**src/rtl/adc_acq_seq_if.sv**
```systemverilog
// ADC acquisition sequencer interface: trigger, mask, driver handshake and frame results.
// The slave side is the sequencer; the master side is the trigger source and ADC drivers.
interface adc_acq_seq_if #(
  parameter int NUM_CH = 2,
  parameter int DW     = 16
) ();
  logic                       start_i;
  logic [NUM_CH-1:0]          ch_mask_i;
  logic [NUM_CH-1:0]          adc_ready_i;
  logic [NUM_CH-1:0][DW-1:0]  adc_data_i;
  logic [NUM_CH-1:0]          adc_enable_o;
  logic [NUM_CH-1:0][DW-1:0]  sample_o;
  logic                       eoc_o;
  logic                       busy_o;
  logic [NUM_CH-1:0]          timeout_o;
  logic [NUM_CH-1:0][DW-1:0]  avg_o;
  logic                       avg_valid_o;

  modport slave (
    input  start_i, ch_mask_i, adc_ready_i, adc_data_i,
    output adc_enable_o, sample_o, eoc_o, busy_o, timeout_o, avg_o, avg_valid_o
  );

  modport master (
    output start_i, ch_mask_i, adc_ready_i, adc_data_i,
    input  adc_enable_o, sample_o, eoc_o, busy_o, timeout_o, avg_o, avg_valid_o
  );
endinterface

```
**src/rtl/adc_acq_seq.sv**
```systemverilog
// Multi-channel ADC acquisition sequencer: per-frame trigger, capture with timeout,
// code conversion and power-of-two frame averaging. Per-channel datapath lives in adc_acq_lane.
module adc_acq_lane #(
  parameter int DW        = 16,
  parameter int CLAMP_NEG = 1,
  parameter int AVG_LOG2  = 4
) (
  input  logic          clk_i,
  input  logic          rst_ni,
  input  logic          cap,
  input  logic          acc_en,
  input  logic          wrap,
  input  logic [DW-1:0] data,
  output logic [DW-1:0] sample,
  output logic [DW-1:0] avg
);
  localparam int AW = DW + AVG_LOG2;

  logic [AW-1:0] acc, acc_sum;
  logic [DW-1:0] conv;

  // Clamped mode maps signed codes onto an unsigned scale with one bit of headroom.
  always_comb begin
    conv = data;
    if (CLAMP_NEG != 0) conv = data[DW-1] ? '0 : {data[DW-2:0], 1'b0};
  end

  assign acc_sum = acc + AW'(sample);

  always_ff @(posedge clk_i or negedge rst_ni) begin
    if (!rst_ni) begin
      sample <= '0;
      avg    <= '0;
      acc    <= '0;
    end else begin
      if (cap) sample <= conv;
      if (acc_en) begin
        if (wrap) begin
          avg <= acc_sum[AW-1:AVG_LOG2];
          acc <= '0;
        end else begin
          acc <= acc_sum;
        end
      end
    end
  end
endmodule

module adc_acq_seq #(
  parameter int NUM_CH      = 2,
  parameter int DW          = 16,
  parameter int CLAMP_NEG   = 1,
  parameter int TIMEOUT_CYC = 27000,
  parameter int AVG_LOG2    = 4
) (
  input logic          clk_i,
  input logic          rst_ni,
  adc_acq_seq_if.slave acq
);
  localparam int TW = $clog2(TIMEOUT_CYC + 1);
  localparam int CW = AVG_LOG2 + 1;
  localparam logic [CW-1:0] CNT_LAST = CW'((1 << AVG_LOG2) - 1);

  typedef enum logic [1:0] {IDLE, WAIT_BUSY, COLLECT, FINISH} state_t;

  state_t state, state_nxt;
  logic [NUM_CH-1:0] mask_q, done_q, cap, en_q, to_q;
  logic [TW-1:0]     timer;
  logic [CW-1:0]     frame_cnt;
  logic              start_ok, expire, all_done, finish, wrap;
  logic              eoc_q, busy_q, avgv_q;
  logic [NUM_CH-1:0][DW-1:0] sample_q, avg_q;

  assign start_ok = acq.start_i && (acq.ch_mask_i != '0);
  assign expire   = ((state == WAIT_BUSY) || (state == COLLECT)) && (timer == TW'(1));
  assign all_done = (done_q & mask_q) == mask_q;
  assign cap      = (state == COLLECT) ? (mask_q & acq.adc_ready_i & ~done_q) : '0;
  assign finish   = (state == FINISH);
  assign wrap     = (frame_cnt == CNT_LAST);

  always_ff @(posedge clk_i or negedge rst_ni) begin
    if (!rst_ni) state <= IDLE;
    else         state <= state_nxt;
  end

  // Waiting for every masked driver to go busy keeps a leftover ready from being captured.
  always_comb begin
    state_nxt = state;
    case (state)
      IDLE:      if (start_ok) state_nxt = WAIT_BUSY;
      WAIT_BUSY: if (expire) state_nxt = FINISH;
                 else if ((acq.adc_ready_i & mask_q) == '0) state_nxt = COLLECT;
      COLLECT:   if (expire || all_done) state_nxt = FINISH;
      FINISH:    state_nxt = IDLE;
      default:   state_nxt = IDLE;
    endcase
  end

  always_ff @(posedge clk_i or negedge rst_ni) begin
    if (!rst_ni) begin
      mask_q    <= '0;
      done_q    <= '0;
      en_q      <= '0;
      to_q      <= '0;
      timer     <= '0;
      frame_cnt <= '0;
      eoc_q     <= 1'b0;
      busy_q    <= 1'b0;
      avgv_q    <= 1'b0;
    end else begin
      eoc_q  <= finish;
      avgv_q <= finish && wrap;
      busy_q <= (state_nxt != IDLE);
      if (finish) frame_cnt <= wrap ? '0 : frame_cnt + 1'b1;
      case (state)
        IDLE: if (start_ok) begin
          mask_q <= acq.ch_mask_i;
          en_q   <= acq.ch_mask_i;
          done_q <= '0;
          to_q   <= '0;
          timer  <= TW'(TIMEOUT_CYC);
        end
        WAIT_BUSY, COLLECT: begin
          timer  <= timer - 1'b1;
          done_q <= done_q | cap;
          en_q   <= en_q & ~cap;
          // A capture landing on the expiry cycle still counts for that channel.
          if (expire) begin
            to_q <= mask_q & ~done_q & ~cap;
            en_q <= '0;
          end
        end
        default: ;
      endcase
    end
  end

  for (genvar g = 0; g < NUM_CH; g++) begin : g_lane
    adc_acq_lane #(.DW(DW), .CLAMP_NEG(CLAMP_NEG), .AVG_LOG2(AVG_LOG2)) u_lane (
      .clk_i  (clk_i),
      .rst_ni (rst_ni),
      .cap    (cap[g]),
      .acc_en (finish),
      .wrap   (wrap),
      .data   (acq.adc_data_i[g]),
      .sample (sample_q[g]),
      .avg    (avg_q[g])
    );
  end

  assign acq.adc_enable_o = en_q;
  assign acq.sample_o     = sample_q;
  assign acq.eoc_o        = eoc_q;
  assign acq.busy_o       = busy_q;
  assign acq.timeout_o    = to_q;
  assign acq.avg_o        = avg_q;
  assign acq.avg_valid_o  = avgv_q;
endmodule

```
**src/flat_wrapper.sv**
```systemverilog
// flat-port wrapper written by rule: the top's interface ports become plain ports
module adc_acq_seq_flat 
#(
  parameter int NUM_CH      = 2,
  parameter int DW          = 16,
  parameter int CLAMP_NEG   = 1,
  parameter int TIMEOUT_CYC = 27000,
  parameter int AVG_LOG2    = 4
)
  (clk_i, rst_ni, acq_start_i, acq_ch_mask_i, acq_adc_ready_i, acq_adc_data_i, acq_adc_enable_o, acq_sample_o, acq_eoc_o, acq_busy_o, acq_timeout_o, acq_avg_o, acq_avg_valid_o);
  adc_acq_seq_if #(.NUM_CH(NUM_CH), .DW(DW)) acq_i ();
  input logic clk_i;
  input logic rst_ni;
  input wire logic [$bits(acq_i.start_i)-1:0] acq_start_i;
  input wire logic [$bits(acq_i.ch_mask_i)-1:0] acq_ch_mask_i;
  input wire logic [$bits(acq_i.adc_ready_i)-1:0] acq_adc_ready_i;
  input wire logic [$bits(acq_i.adc_data_i)-1:0] acq_adc_data_i;
  output wire logic [$bits(acq_i.adc_enable_o)-1:0] acq_adc_enable_o;
  output wire logic [$bits(acq_i.sample_o)-1:0] acq_sample_o;
  output wire logic [$bits(acq_i.eoc_o)-1:0] acq_eoc_o;
  output wire logic [$bits(acq_i.busy_o)-1:0] acq_busy_o;
  output wire logic [$bits(acq_i.timeout_o)-1:0] acq_timeout_o;
  output wire logic [$bits(acq_i.avg_o)-1:0] acq_avg_o;
  output wire logic [$bits(acq_i.avg_valid_o)-1:0] acq_avg_valid_o;
  assign acq_i.start_i = acq_start_i;
  assign acq_i.ch_mask_i = acq_ch_mask_i;
  assign acq_i.adc_ready_i = acq_adc_ready_i;
  assign acq_i.adc_data_i = acq_adc_data_i;
  assign acq_adc_enable_o = acq_i.adc_enable_o;
  assign acq_sample_o = acq_i.sample_o;
  assign acq_eoc_o = acq_i.eoc_o;
  assign acq_busy_o = acq_i.busy_o;
  assign acq_timeout_o = acq_i.timeout_o;
  assign acq_avg_o = acq_i.avg_o;
  assign acq_avg_valid_o = acq_i.avg_valid_o;
  adc_acq_seq #(.NUM_CH(NUM_CH), .DW(DW), .CLAMP_NEG(CLAMP_NEG), .TIMEOUT_CYC(TIMEOUT_CYC), .AVG_LOG2(AVG_LOG2)) u_core (.clk_i(clk_i), .rst_ni(rst_ni), .acq(acq_i));
endmodule
```
**config.mk**
```make
export PLATFORM = sky130hd
export DESIGN_NAME = adc_acq_seq_flat
export DESIGN_NICKNAME = d
export VERILOG_FILES = /design/src/rtl/adc_acq_seq_if.sv /design/src/rtl/adc_acq_seq.sv /design/src/flat_wrapper.sv
export SDC_FILE = /design/constraint.sdc
export NUM_CORES = 1
export LEC_CHECK = 0
export CELL_PAD_IN_SITES_DETAIL_PLACEMENT = 1
export CELL_PAD_IN_SITES_GLOBAL_PLACEMENT = 1
export CORE_MARGIN = 1
export CORE_UTILIZATION = 31
export DETAILED_ROUTE_END_ITERATION = 6
export MAX_ROUTING_LAYER = met4
export PLACE_DENSITY_LB_ADDON = 0.05
export RECOVER_POWER = 100
export SYNTH_ARGS = -nofsm -noshare
export SYNTH_HDL_FRONTEND = slang
export SYNTH_SLANG_ARGS = --single-unit
```
**constraint.sdc**
```tcl
create_clock -name clk_i -period 3.1 [get_ports clk_i]
set_input_delay 0.465 -clock clk_i [delete_from_list [all_inputs] [get_ports clk_i]]
set_output_delay 0.465 -clock clk_i [all_outputs]
set_load 0.01 [all_outputs]
```
Word-level counts from Yosys, hierarchy flattened
Index checks and enable logic that the tools add are counted.

storage, ports and cells
  input bits = 39
  bits in registers = 137
  output and inout bits = 71

cells by class
  mux-type cells = 20
  $add $sub $neg = 4
  equal/unequal tests = 8
  bitwise operators = 9
  reductions and logical operators = 15

operator list
  kind                                                                    number
  20-bit by 16-bit adder with 20-bit output                               2
  20-bit two-way mux                                                      2
  16-bit two-way mux                                                      2
  15-bit case mux with 2 select lines                                     1
  2-bit two-way mux                                                       9
  15-bit by 1-bit equality test with 1-bit output, second input constant  1
  15-bit two-way mux                                                      1
  15-bit by 1-bit subtractor with 15-bit output, second input constant    1
  2-bit bitwise AND                                                       6
  2-bit case mux with 2 select lines                                      3
  2-bit case mux with 4 select lines                                      1
  2-bit AND reduction                                                     3
  2-bit nonzero test                                                      3
  5-bit by 1-bit adder with 5-bit output, second input constant           1
  5-bit by 4-bit equality test with 1-bit output, second input constant   1
  5-bit two-way mux                                                       1
  2-bit equality test, second input constant                              2
  2-bit logical NOT                                                       2
  2-bit by 1-bit != test with 1-bit output, second input constant         2
  2-bit NOT                                                               2
  1-bit logical AND                                                       3
  3-bit AND reduction                                                     1
  2-bit by 1-bit equality test with 1-bit output, second input constant   1
  2-bit equality test                                                     1
  other kinds (3)                                                         4

Depth between registers and ports, before layout
Gate-level depths: netlist of run 1.

  depth in word-level cells = 7
  gate-level depth with buffers = 9
  mapped depth without buffers = 9

By module
From an unflattened synthesis of run 1, not the netlist that was laid out.

unflattened totals
  cells, all modules = 724
  area, all modules = 7,094.3 sq um

by module, submodules not included
  module        cells each  sequential area each (sq um)  times used  area an instance (sq um)
  adc_acq_lane  275         1,251.2                       2           2,688.8
  adc_acq_seq   174         825.8                         1           1,716.6

Worst setup path before layout of run 1
OpenSTA, ideal clock, no wires.

  path kind = register -> register
  from = register u_core.g_lane[0].u_lane.sample[1]
  to = register u_core.g_lane[0].u_lane.acc[15]
  library setup time = 78 ps
  setup slack = 861 ps
  cell stages (with the launch flop) = 10
  arrival = 2,161 ps
  cells stage by stage = dfrtp_1 -> ha_1 -> inv_1 -> fa_1 -> nand2b_1 -> a21oi_1 -> o211ai_1 -> a211o_1 -> a211o_1 -> o2bb2ai_1

between the ends
  cells in the longest elaborated chain, start to end = 2

RTL lines
  element                                    line               text
  start, declared                            adc_acq_seq.sv:14  output logic [DW-1:0] sample,
  start signal, assigned                     adc_acq_seq.sv:36  if (cap) sample <= conv;
  20-bit by 16-bit adder with 20-bit output  adc_acq_seq.sv:28  assign acc_sum = acc + AW'(sample);
  20-bit two-way mux                         adc_acq_seq.sv:38  if (wrap) begin
  end signal, assigned                       adc_acq_seq.sv:42  acc <= acc_sum;
  end, declared                              adc_acq_seq.sv:19  logic [AW-1:0] acc, acc_sum;

No other way between the ends.
A chain may end at the register's enable or synchronous reset.

Worst setup path after layout of run 1
  from = register u_core.g_lane[1].u_lane.sample[10]
  to = register u_core.g_lane[1].u_lane.avg[14]

between the ends
  cells in the longest elaborated chain, start to end = 1

RTL lines
  element                                    line               text
  start, declared                            adc_acq_seq.sv:14
  start signal, assigned                     adc_acq_seq.sv:36
  20-bit by 16-bit adder with 20-bit output  adc_acq_seq.sv:28
  end signal, assigned                       adc_acq_seq.sv:39  avg <= acc_sum[AW-1:AVG_LOG2];
  end, declared                              adc_acq_seq.sv:15  output logic [DW-1:0] avg

No other way between the ends.

==> flow_summary.yaml, run 1 <==
layout:
  finalNetCount: 949
  fin_util_pct: 40.8
  areaGrowthSynthToFinish_pct: 27.6
  drive_gt1_share_pct: 6.92
  fin_cells: 1195
  n_antenna_cell: 0
  fin_area_mm2: 0.00932
status:
  outcome: "complete, but fails checks"
  violations: "capacitance limit, slew limit"
clock_tree:
  hold_buffers: 0
  clock_sinks: 133
  h-tree-depth: 4
  clk_path_buf_depth: 2
  cts_resized: 0
  root_buffer: "clkbuf_16"
  clkTransAtPathRegs_ps: 60
  tritoncts.num_buffers: 17
  clk_latency_ps: 420
  cts_tree: "built"
  cts_setup_buffers: 0
worst_setup_path:
  r2r-end: "u_core.g_lane[1].u_lane.avg[14]$_DFFE_PN0P_"
  start_kind: "register"
  critPathMaxFanout: 7
  r2r_cells: 7
  cp.arrival_ps: 3000
  reg2reg_from: "u_core.g_lane[1].u_lane.sample[10]$_DFFE_PN0P_"
  crit_path_end_kind: "register"
  critPathKind: "register to register"
  required_ps: 3450
  r2r_slack_ps: 460
  critPathLaunch: "u_core.g_lane[1].u_lane.sample[10]$_DFFE_PN0P_"
synth:
  ys_ff_latch: 133
  ys_top_cells_by_area: "dfrtp_1 46%, ha_1 6.5%, nand2_1 5.1%"
  synth_ff_type: "dfrtp_1"
  synth_seq_area_share_pct: 45.6
  yosysWarnings: 0
  avgSynthCellArea_um2: 9.55
  syn_area_mm2: 0.00730
  synth_area_leader_cell: "dfrtp_1"
  syn_inst: 765
  ys_types: 76
  synth.top_cell.area_share_pct: 45.6
  synth_edf_count: 0
  synthArstFlopShare_pct: 100
placement:
  dp_hpwl_mm: 15.1
  port_buffers: 107
  dp.cells: 1164
  place_area_mm2: 0.00873
  preCtsSetupSlack_ps: 572
  gp_congestion: 0.851
job:
  drv_cap: 1
floorplan:
  die_w_um: 155
  dieArea_mm2: 0.0242
  die_y_um: 155
  start_util_pct: 32.0
  fp.coreArea_mm2: 0.0228
  num_rows: 55
  pin_count: 110
pwr:
  worst_ir_drop_vdd_mv: 0.378
  p_total_mw: 7.50
  p_per_area_mw_per_mm2: 805
  p_leak_nw: 4.30
sta:
  worst_slack_ps: 456
  hold_violations: 0
  final.setup.tns_ps: 0
  setup_viol: 0
  fin_crit_sh_pct: 85.3
  min_period_ps: 2640
  worst_pin_slew_ps: 1530
  drv_slew: 55
  clock_skew_ps: 9.02
  whs_ps: 415
  rsz0062_at_grt: "false"
  fmax_mhz: 378
  max_slew_margin_pct: -2.16
detailed_routing:
  first_iter_violations: 287
  dr.pass1.iters: 5
  post-route-drc-count: 0
  wl_mm: 20.6
  viasPerCell: 5.11
  ant_nets: 0
  wl_per_cell_um: 17.2
  vias: 6103
grt:
  grt_pass1_vias: 6581
  antenna_found_initial: 0
  grt_overflow: 0
  grt_usage_pct: 18.8
  grt_max_degree: 56
  grt_pass1_wl_mm: 34.9
worst_hold_path:
  hp-class: "primary input to async pin"
## state kept, by name (all words and copies together), names as in the netlist
| name | cells |
|---|---|
| u_core.g_lane.u_lane.acc | 38 |
| u_core.g_lane.u_lane.avg | 32 |
| u_core.g_lane.u_lane.sample | 30 |
| u_core.timer | 15 |
| u_core.frame_cnt | 5 |
| u_core.acq.adc_enable_o | 2 |
| u_core.acq.timeout_o | 2 |
| u_core.done_q | 2 |
| u_core.mask_q | 2 |
| u_core.state | 2 |
| u_core.acq.avg_valid_o | 1 |
| u_core.acq.busy_o | 1 |
| u_core.acq.eoc_o | 1 |
## report_power, final
part	total, mW	leakage, nW	internal (mW)	switching (mW)
Clock	2.26	0.319	1.47	0.790
Combinational	2.73	2.23	1.16	1.58
Sequential	2.51	1.76	2.15	0.359
## synth_stat cells, drive strengths merged (9+ instances only)
cell type    n
nand2      103
a21o        17
o21ai       76
nand2b      35
o21a        10
clkbuf      26
o31ai       11
nand3       21
xor2        17
and3         9
nor3        16
o2bb2ai     19
ha          38
a21oi       29
inv         25
dfrtp      133
nor2b       13
nor2        40
xnor2       14
## final cells by class
| type | count | area [um2] |
|---|---|---|
| clock inverters | 12 | 203 |
| repair buffers | 119 | 1150 |
| fillers | 2572 | 13500 |
| inverters | 26 | 97.6 |
| flip-flops and latches | 133 | 3330 |
| multi-input cells | 573 | 3700 |
| well taps | 313 | 392 |
| clock buffers | 19 | 453 |
## kinds of logic (layout without fill, tap and decap cells)
group / after synthesis / count (layout) / synth area share, %
AO/OA/AOI/OAI: 223 / 223 / 20.7
AND/OR/NAND/NOR: 272 / 272 / 18.9
multiplexers: 5 / 5 / 0.754
flip-flops: 133 / 133 / 45.6
buffers and inverters: 60 / 176 / 3.31
adder cells (fa/ha/maj): 40 / 40 / 7.06
XOR/XNOR: 31 / 31 / 3.72
other: 1 / 2 / 0.0513
## per-layer routing
layer	vias to the layer above	GRT usage (%)	wire, um
met5	-	-	0
met3	18	3.18	730
li1	2942	-	-
met1	3028	25.9	10500
met4	0	4.72	225
met2	115	28.6	9140
## placed cells by master, fill, tap and decap left out, types with 5 or more instances in the layout
| cell type | instances |
|---|---|
| a21oi_1 | 29 |
| dlygate4sd3_1 | 69 |
| xnor2_1 | 14 |
| o21a_1 | 10 |
| and3_1 | 8 |
| or3_1 | 8 |
| xor2_1 | 17 |
| o2bb2ai_1 | 19 |
| nor2_1 | 40 |
| o31ai_1 | 10 |
| nand4_1 | 5 |
| nor2b_1 | 13 |
| dfrtp_1 | 133 |
| inv_1 | 25 |
| clkdlybuf4s50_1 | 37 |
| a21o_1 | 16 |
| ha_1 | 38 |
| bufinv_16 | 5 |
| nand2b_1 | 35 |
| nand3_1 | 21 |
| nand2_1 | 100 |
| buf_4 | 5 |
| o21ai_0 | 75 |
| o211ai_1 | 7 |
| clkbuf_16 | 17 |
| a211o_1 | 6 |
| nor3_1 | 16 |
| a31oi_1 | 7 |
## worst max path at each step
| stage | cells after the start | to |
|---|---|---|
| 2_1_floorplan | 9 | u_core.g_lane[0].u_lane.acc[15]$_DFFE_PN0P_ |
| 3_3_place_gp | 7 | u_core.timer[11]$_DFFE_PN0P_ |
| 3_5_place_dp | 9 | u_core.g_lane[1].u_lane.avg[13]$_DFFE_PN0P_ |
| 4_1_cts | 9 | u_core.g_lane[1].u_lane.avg[13]$_DFFE_PN0P_ |
| 5_1_grt | 7 | u_core.acq.adc_enable_o[0]$_DFFE_PN0P_ |
| 6_report | 7 | u_core.g_lane[1].u_lane.avg[14]$_DFFE_PN0P_ |
## worst max-delay path, stage by stage (launching register included)
cell and delay (ps):
dfrtp_1 430, ha_1 410, nand3_1 190, a2bb2oi_1 230, nand2b_1 190, a31oi_1 550, or4b_1 490, nand3_1 90
(Power assumes the default switching activity.)
==> run 2, diff against run 1 <==
--- a/config.mk
+++ b/config.mk
@@ -7,2 +7,3 @@
 export LEC_CHECK = 0
+export ABC_AREA = 0
 export CELL_PAD_IN_SITES_DETAIL_PLACEMENT = 1
@@ -11,2 +12,3 @@
 export CORE_UTILIZATION = 31
+export CTS_CLUSTER_SIZE = 14
 export DETAILED_ROUTE_END_ITERATION = 6
==> constraint.sdc (replaced) <==
create_clock -name clk_i -period 3.1 [get_ports clk_i]
set_input_delay 0.775 -clock clk_i [delete_from_list [all_inputs] [get_ports clk_i]]
set_output_delay 0.775 -clock clk_i [all_outputs]
set_load 0.01 [all_outputs]
==> flow_summary.yaml, run 2 (same netlist as run 1, synthesis figures left out) <==
floorplan:
  die_w_um: 155
  die_y_um: 155
  dieArea_mm2: 0.0242
  start_util_pct: 32.0
  num_rows: 55
  fp.coreArea_mm2: 0.0228
  pin_count: 110
grt:
  use_met1_pct: 24.6
  grt_pass1_vias: 6455
  antenna_found_initial: 0
  grt_overflow: 0
  grt.met2_usage_pct: 28.3
  globalRouteMet3Util_pct: 2.98
  grt_usage_pct: 18.4
  grt-busiest-layer: "met2"
  grt_max_degree: 62
  grt_pass1_wl_mm: 33.9
layout:
  largest_register: "u_core.g_lane.u_lane.acc"
  mostFrequentLayoutCells: "133 x dfrtp_1, 101 x nand2_1, 76 x o21ai_0, 70 x dlygate4sd3_1, 40 x nor2_1"
  reg_top3: "u_core.g_lane.u_lane.acc x38, u_core.g_lane.u_lane.avg x32, u_core.g_lane.u_lane.sample x30"
  largest_register_ffs: 38
  finalNetCount: 951
  areaGrowthSynthToFinish_pct: 26.4
  fin_util_pct: 40.4
  fin_cells: 1196
  final_common_cell: "dfrtp_1"
  fin_area_mm2: 0.00923
  drive_gt1_share_pct: 6.57
  n_antenna_cell: 0
sta:
  hold_violations: 0
  worst_slack_ps: 354
  setup_viol: 0
  fmax_mhz: 364
  clock_skew_ps: 6.83
  drv_slew: 62
  rsz0062_at_grt: "false"
  whs_ps: 474
  worst_pin_slew_ps: 1560
  max_slew_margin_pct: -4.04
  min_period_ps: 2750
  fin_crit_sh_pct: 88.6
  final.setup.tns_ps: 0
worst_setup_path:
  slowest_stage: "a31oi_1"
  r2r_slack_ps: 350
  cp.arrival_ps: 3100
  start_kind: "register"
  critPathKind: "register to register"
  cpPeakStageDelay_ps: 590
  required_ps: 3450
  critPathLaunch: "u_core.g_lane[1].u_lane.sample[12]$_DFFE_PN0P_"
  crit_chain: "ha_1 -> nand2_1 -> nor4_1 -> o21ai_0 -> a31oi_1 -> or4b_1 -> nand3_1"
  reg2reg_from: "u_core.g_lane[1].u_lane.sample[12]$_DFFE_PN0P_"
  critPathMaxFanout: 9
  crit_path_end_kind: "register"
clock_tree:
  tritoncts.num_buffers: 17
  h-tree-depth: 4
  clkTransAtPathRegs_ps: 60
  clk_path_buf_depth: 2
  clk_latency_ps: 420
  cts_resized: 0
  root_buffer: "clkbuf_16"
  clock_sinks: 133
  cts_tree: "built"
  cts_setup_buffers: 0
  hold_buffers: 0
detailed_routing:
  post-route-drc-count: 0
  viasPerCell: 5.05
  dr.pass1.iters: 4
  vias: 6044
  wl_mm: 20.3
  first_iter_violations: 220
  wl_per_cell_um: 17.0
  ant_nets: 0
placement:
  gp_congestion: 0.810
  place_area_mm2: 0.00875
  preCtsSetupSlack_ps: 369
  dp.cells: 1166
  port_buffers: 107
  dp_hpwl_mm: 15.0
worst_hold_path:
  hold_start: "u_core.g_lane[1].u_lane.avg[0]$_DFFE_PN0P_"
  hp-class: "register to register"
pwr:
  p_leak_nw: 4.27
  p_per_area_mw_per_mm2: 792
  worst_ir_drop_vdd_mv: 0.350
  p_total_mw: 7.31
status:
  violations: "capacitance limit, slew limit"
  outcome: "complete, but fails checks"
job:
  drv_cap: 1
run 2: cell types whose count changed in the layout (fill, tap and decap cells not counted), moves of 2 or more:
cell / delta
clkbuf_1: +3
clkinv_4: -3
clkbuf_2: +2
bufinv_16: -2
run 2: worst paths after layout:
| path | end | cells after the start |
|---|---|---|
| max | u_core.g_lane[1].u_lane.avg[14]$_DFFE_PN0P_ | 7 |
| min | u_core.g_lane[1].u_lane.avg[0]$_DFFE_PN0P_ | 2 |
| max reg2reg | u_core.g_lane[1].u_lane.avg[14]$_DFFE_PN0P_ | 7 |
| min reg2reg | u_core.g_lane[1].u_lane.avg[0]$_DFFE_PN0P_ | 2 |
| max in group asynchronous | u_core.g_lane[0].u_lane.sample[2]$_DFFE_PN0P_ | 2 |
| min in group asynchronous | u_core.g_lane[0].u_lane.sample[12]$_DFFE_PN0P_ | 1 |
run 2: report_power, final:
| group | internal, mW | leakage [nW] | total, mW | switching [mW] |
|---|---|---|---|---|
| logic | 1.16 | 2.23 | 2.71 | 1.55 |
| clock network | 1.29 | 0.285 | 2.06 | 0.768 |
| registers | 2.15 | 1.76 | 2.53 | 0.377 |
run 2: per-layer routing:
metal	up-vias	wire [um]
li1	2947	-
met3	22	631
met4	0	260
met1	2986	10200
met5	-	0
met2	89	9240
run 2: layout make-up:
class / count / area [um2]
Clock inverter: 9 / 129
Clock buffer: 21 / 460
Tap cell: 313 / 392
Multi-Input combinational cell: 573 / 3680
Inverter: 26 / 97.6
Fill cell: 2622 / 13600
Timing Repair Buffer: 121 / 1140
Sequential cell: 133 / 3330
run 2: critical path: cells and delay by family, from the launching register on:
kind	cells	cell delay (ps)
AND/OR/NAND/NOR	4	1010
AO/OA/AOI/OAI	2	740
adder cells (fa/ha/maj)	1	480
flip-flops	1	440
==> run 3, diff against run 2 <==
Settings changed: CTS_BUF_LIST set to sky130_fd_sc_hd__clkbuf_4.
==> flow_summary.yaml, run 3 (same netlist as run 1, synthesis figures left out) <==
placement:
  dp_hpwl_mm: 15.0
  gp_congestion: 0.810
  port_buffers: 107
sta:
  min_period_ps: 2770
  clock_skew_ps: 15.1
  fin_crit_sh_pct: 89.3
  rsz0062_at_grt: "false"
  final.setup.tns_ps: 0
  max_slew_margin_pct: -3.61
  drv_slew: 62
  setup_viol: 0
  fmax_mhz: 361
  hold_violations: 0
  worst_pin_slew_ps: 1550
clock_tree:
  cts_tree: "built"
  h-tree-depth: 4
  clkTransAtPathRegs_ps: 120
  cts_resized: 0
  cts_setup_buffers: 0
  clk_latency_ps: 540
  tritoncts.num_buffers: 17
  root_buffer: "clkbuf_4"
  clk_path_buf_depth: 2
  clock_sinks: 133
  hold_buffers: 0
pwr:
  p_per_area_mw_per_mm2: 723
  worst_ir_drop_vdd_mv: 0.265
  p_leak_nw: 4.13
layout:
  largest_register_ffs: 38
  fin_util_pct: 39.0
  reg_top3: "u_core.g_lane.u_lane.acc x38, u_core.g_lane.u_lane.avg x32, u_core.g_lane.u_lane.sample x30"
  drive_gt1_share_pct: 6.34
  largest_register: "u_core.g_lane.u_lane.acc"
  finalNetCount: 951
  mostFrequentLayoutCells: "133 x dfrtp_1, 101 x nand2_1, 76 x o21ai_0, 69 x dlygate4sd3_1, 40 x nor2_1"
  areaGrowthSynthToFinish_pct: 22.1
  final_common_cell: "dfrtp_1"
floorplan:
  start_util_pct: 32.0
  fp.coreArea_mm2: 0.0228
  die_y_um: 155
  pin_count: 110
  dieArea_mm2: 0.0242
  die_w_um: 155
  num_rows: 55
worst_setup_path:
  critPathKind: "register to register"
  critPathMaxFanout: 9
  cp.arrival_ps: 3240
  required_ps: 3580
  crit_path_end_kind: "register"
  start_kind: "register"
grt:
  grt_max_degree: 62
  antenna_found_initial: 1
  grt_pass1_vias: 6428
  grt_usage_pct: 18.3
  grt_pass1_wl_mm: 33.7
  grt_overflow: 0
detailed_routing:
  viasPerCell: 5.04
  wl_mm: 20.2
  post-route-drc-count: 0
  dr.pass1.iters: 4
  first_iter_violations: 198
  vias: 6028
  ant_nets: 0
  wl_per_cell_um: 16.8
job:
  drv_cap: 1
status:
  violations: "capacitance limit, slew limit"
  outcome: "complete, but fails checks"
worst_hold_path:
  hp-class: "register to register"
-- run 3: area by class of cell --
| cell class | instances | area [um2] |
|---|---|---|
| Fill cell | 2651 | 13900 |
| Antenna cell | 1 | 2.50 |
| Clock buffer | 19 | 143 |
| Tap cell | 313 | 392 |
| Multi-Input combinational cell | 573 | 3680 |
| Clock inverter | 11 | 136 |
| Sequential cell | 133 | 3330 |
| Timing Repair Buffer | 121 | 1140 |
| Inverter | 26 | 97.6 |
-- run 3: path summary, 6_finish.rpt --
check,slack (ps),cells after the start,endpoint,from
min reg2reg,490,2,u_core.g_lane[1].u_lane.avg[0]$_DFFE_PN0P_,u_core.g_lane[1].u_lane.avg[0]$_DFFE_PN0P_
max reg2reg,330,7,u_core.g_lane[1].u_lane.avg[14]$_DFFE_PN0P_,u_core.g_lane[1].u_lane.sample[12]$_DFFE_PN0P_
min in group asynchronous,600,1,u_core.g_lane[0].u_lane.sample[12]$_DFFE_PN0P_,rst_ni
max,330,7,u_core.g_lane[1].u_lane.avg[14]$_DFFE_PN0P_,u_core.g_lane[1].u_lane.sample[12]$_DFFE_PN0P_
max in group asynchronous,710,2,u_core.g_lane[1].u_lane.avg[0]$_DFFE_PN0P_,rst_ni
min,490,2,u_core.g_lane[1].u_lane.avg[0]$_DFFE_PN0P_,u_core.g_lane[1].u_lane.avg[0]$_DFFE_PN0P_
-- run 3: power breakdown --
group	switching (mW)	internal [mW]	total (mW)
combinational	1.55	1.16	2.70
sequential	0.376	2.15	2.52
clock	0.662	0.559	1.22
-- run 3: per-stage QoR --
step | area [um2] | instances | hold slack (ps) | setup WS (ps) | power [mW]
4_1_cts | 9030 | 1196 | 156 | 367 | 6.67
2_1_floorplan | 7310 | 766 | 450 | 861 | 4.26
5_1_grt | 8920 | 1197 | 510 | 105 | 6.99
3_3_place_gp | 8750 | 1166 | 464 | 393 | 5.30
6_report | 8920 | 1197 | 488 | 333 | 6.45
3_5_place_dp | 8750 | 1166 | 471 | 369 | 5.39
-- run 3: worst max-delay path, stage by stage, from the launching register on --
cell	delay (ps)
dfrtp_1	460
ha_1	470
nand2_1	160
nor4_1	250
o21ai_0	150
a31oi_1	620
or4b_1	500
nand3_1	90
-- run 3: layer usage --
metal / vias to the layer above / GRT usage, % / wire length, um
met5: - / - / 0
li1: 2944 / - / -
met4: 0 / 5.51 / 213
met2: 95 / 28.1 / 9220
met3: 15 / 3.29 / 683
met1: 2974 / 24.4 / 10000
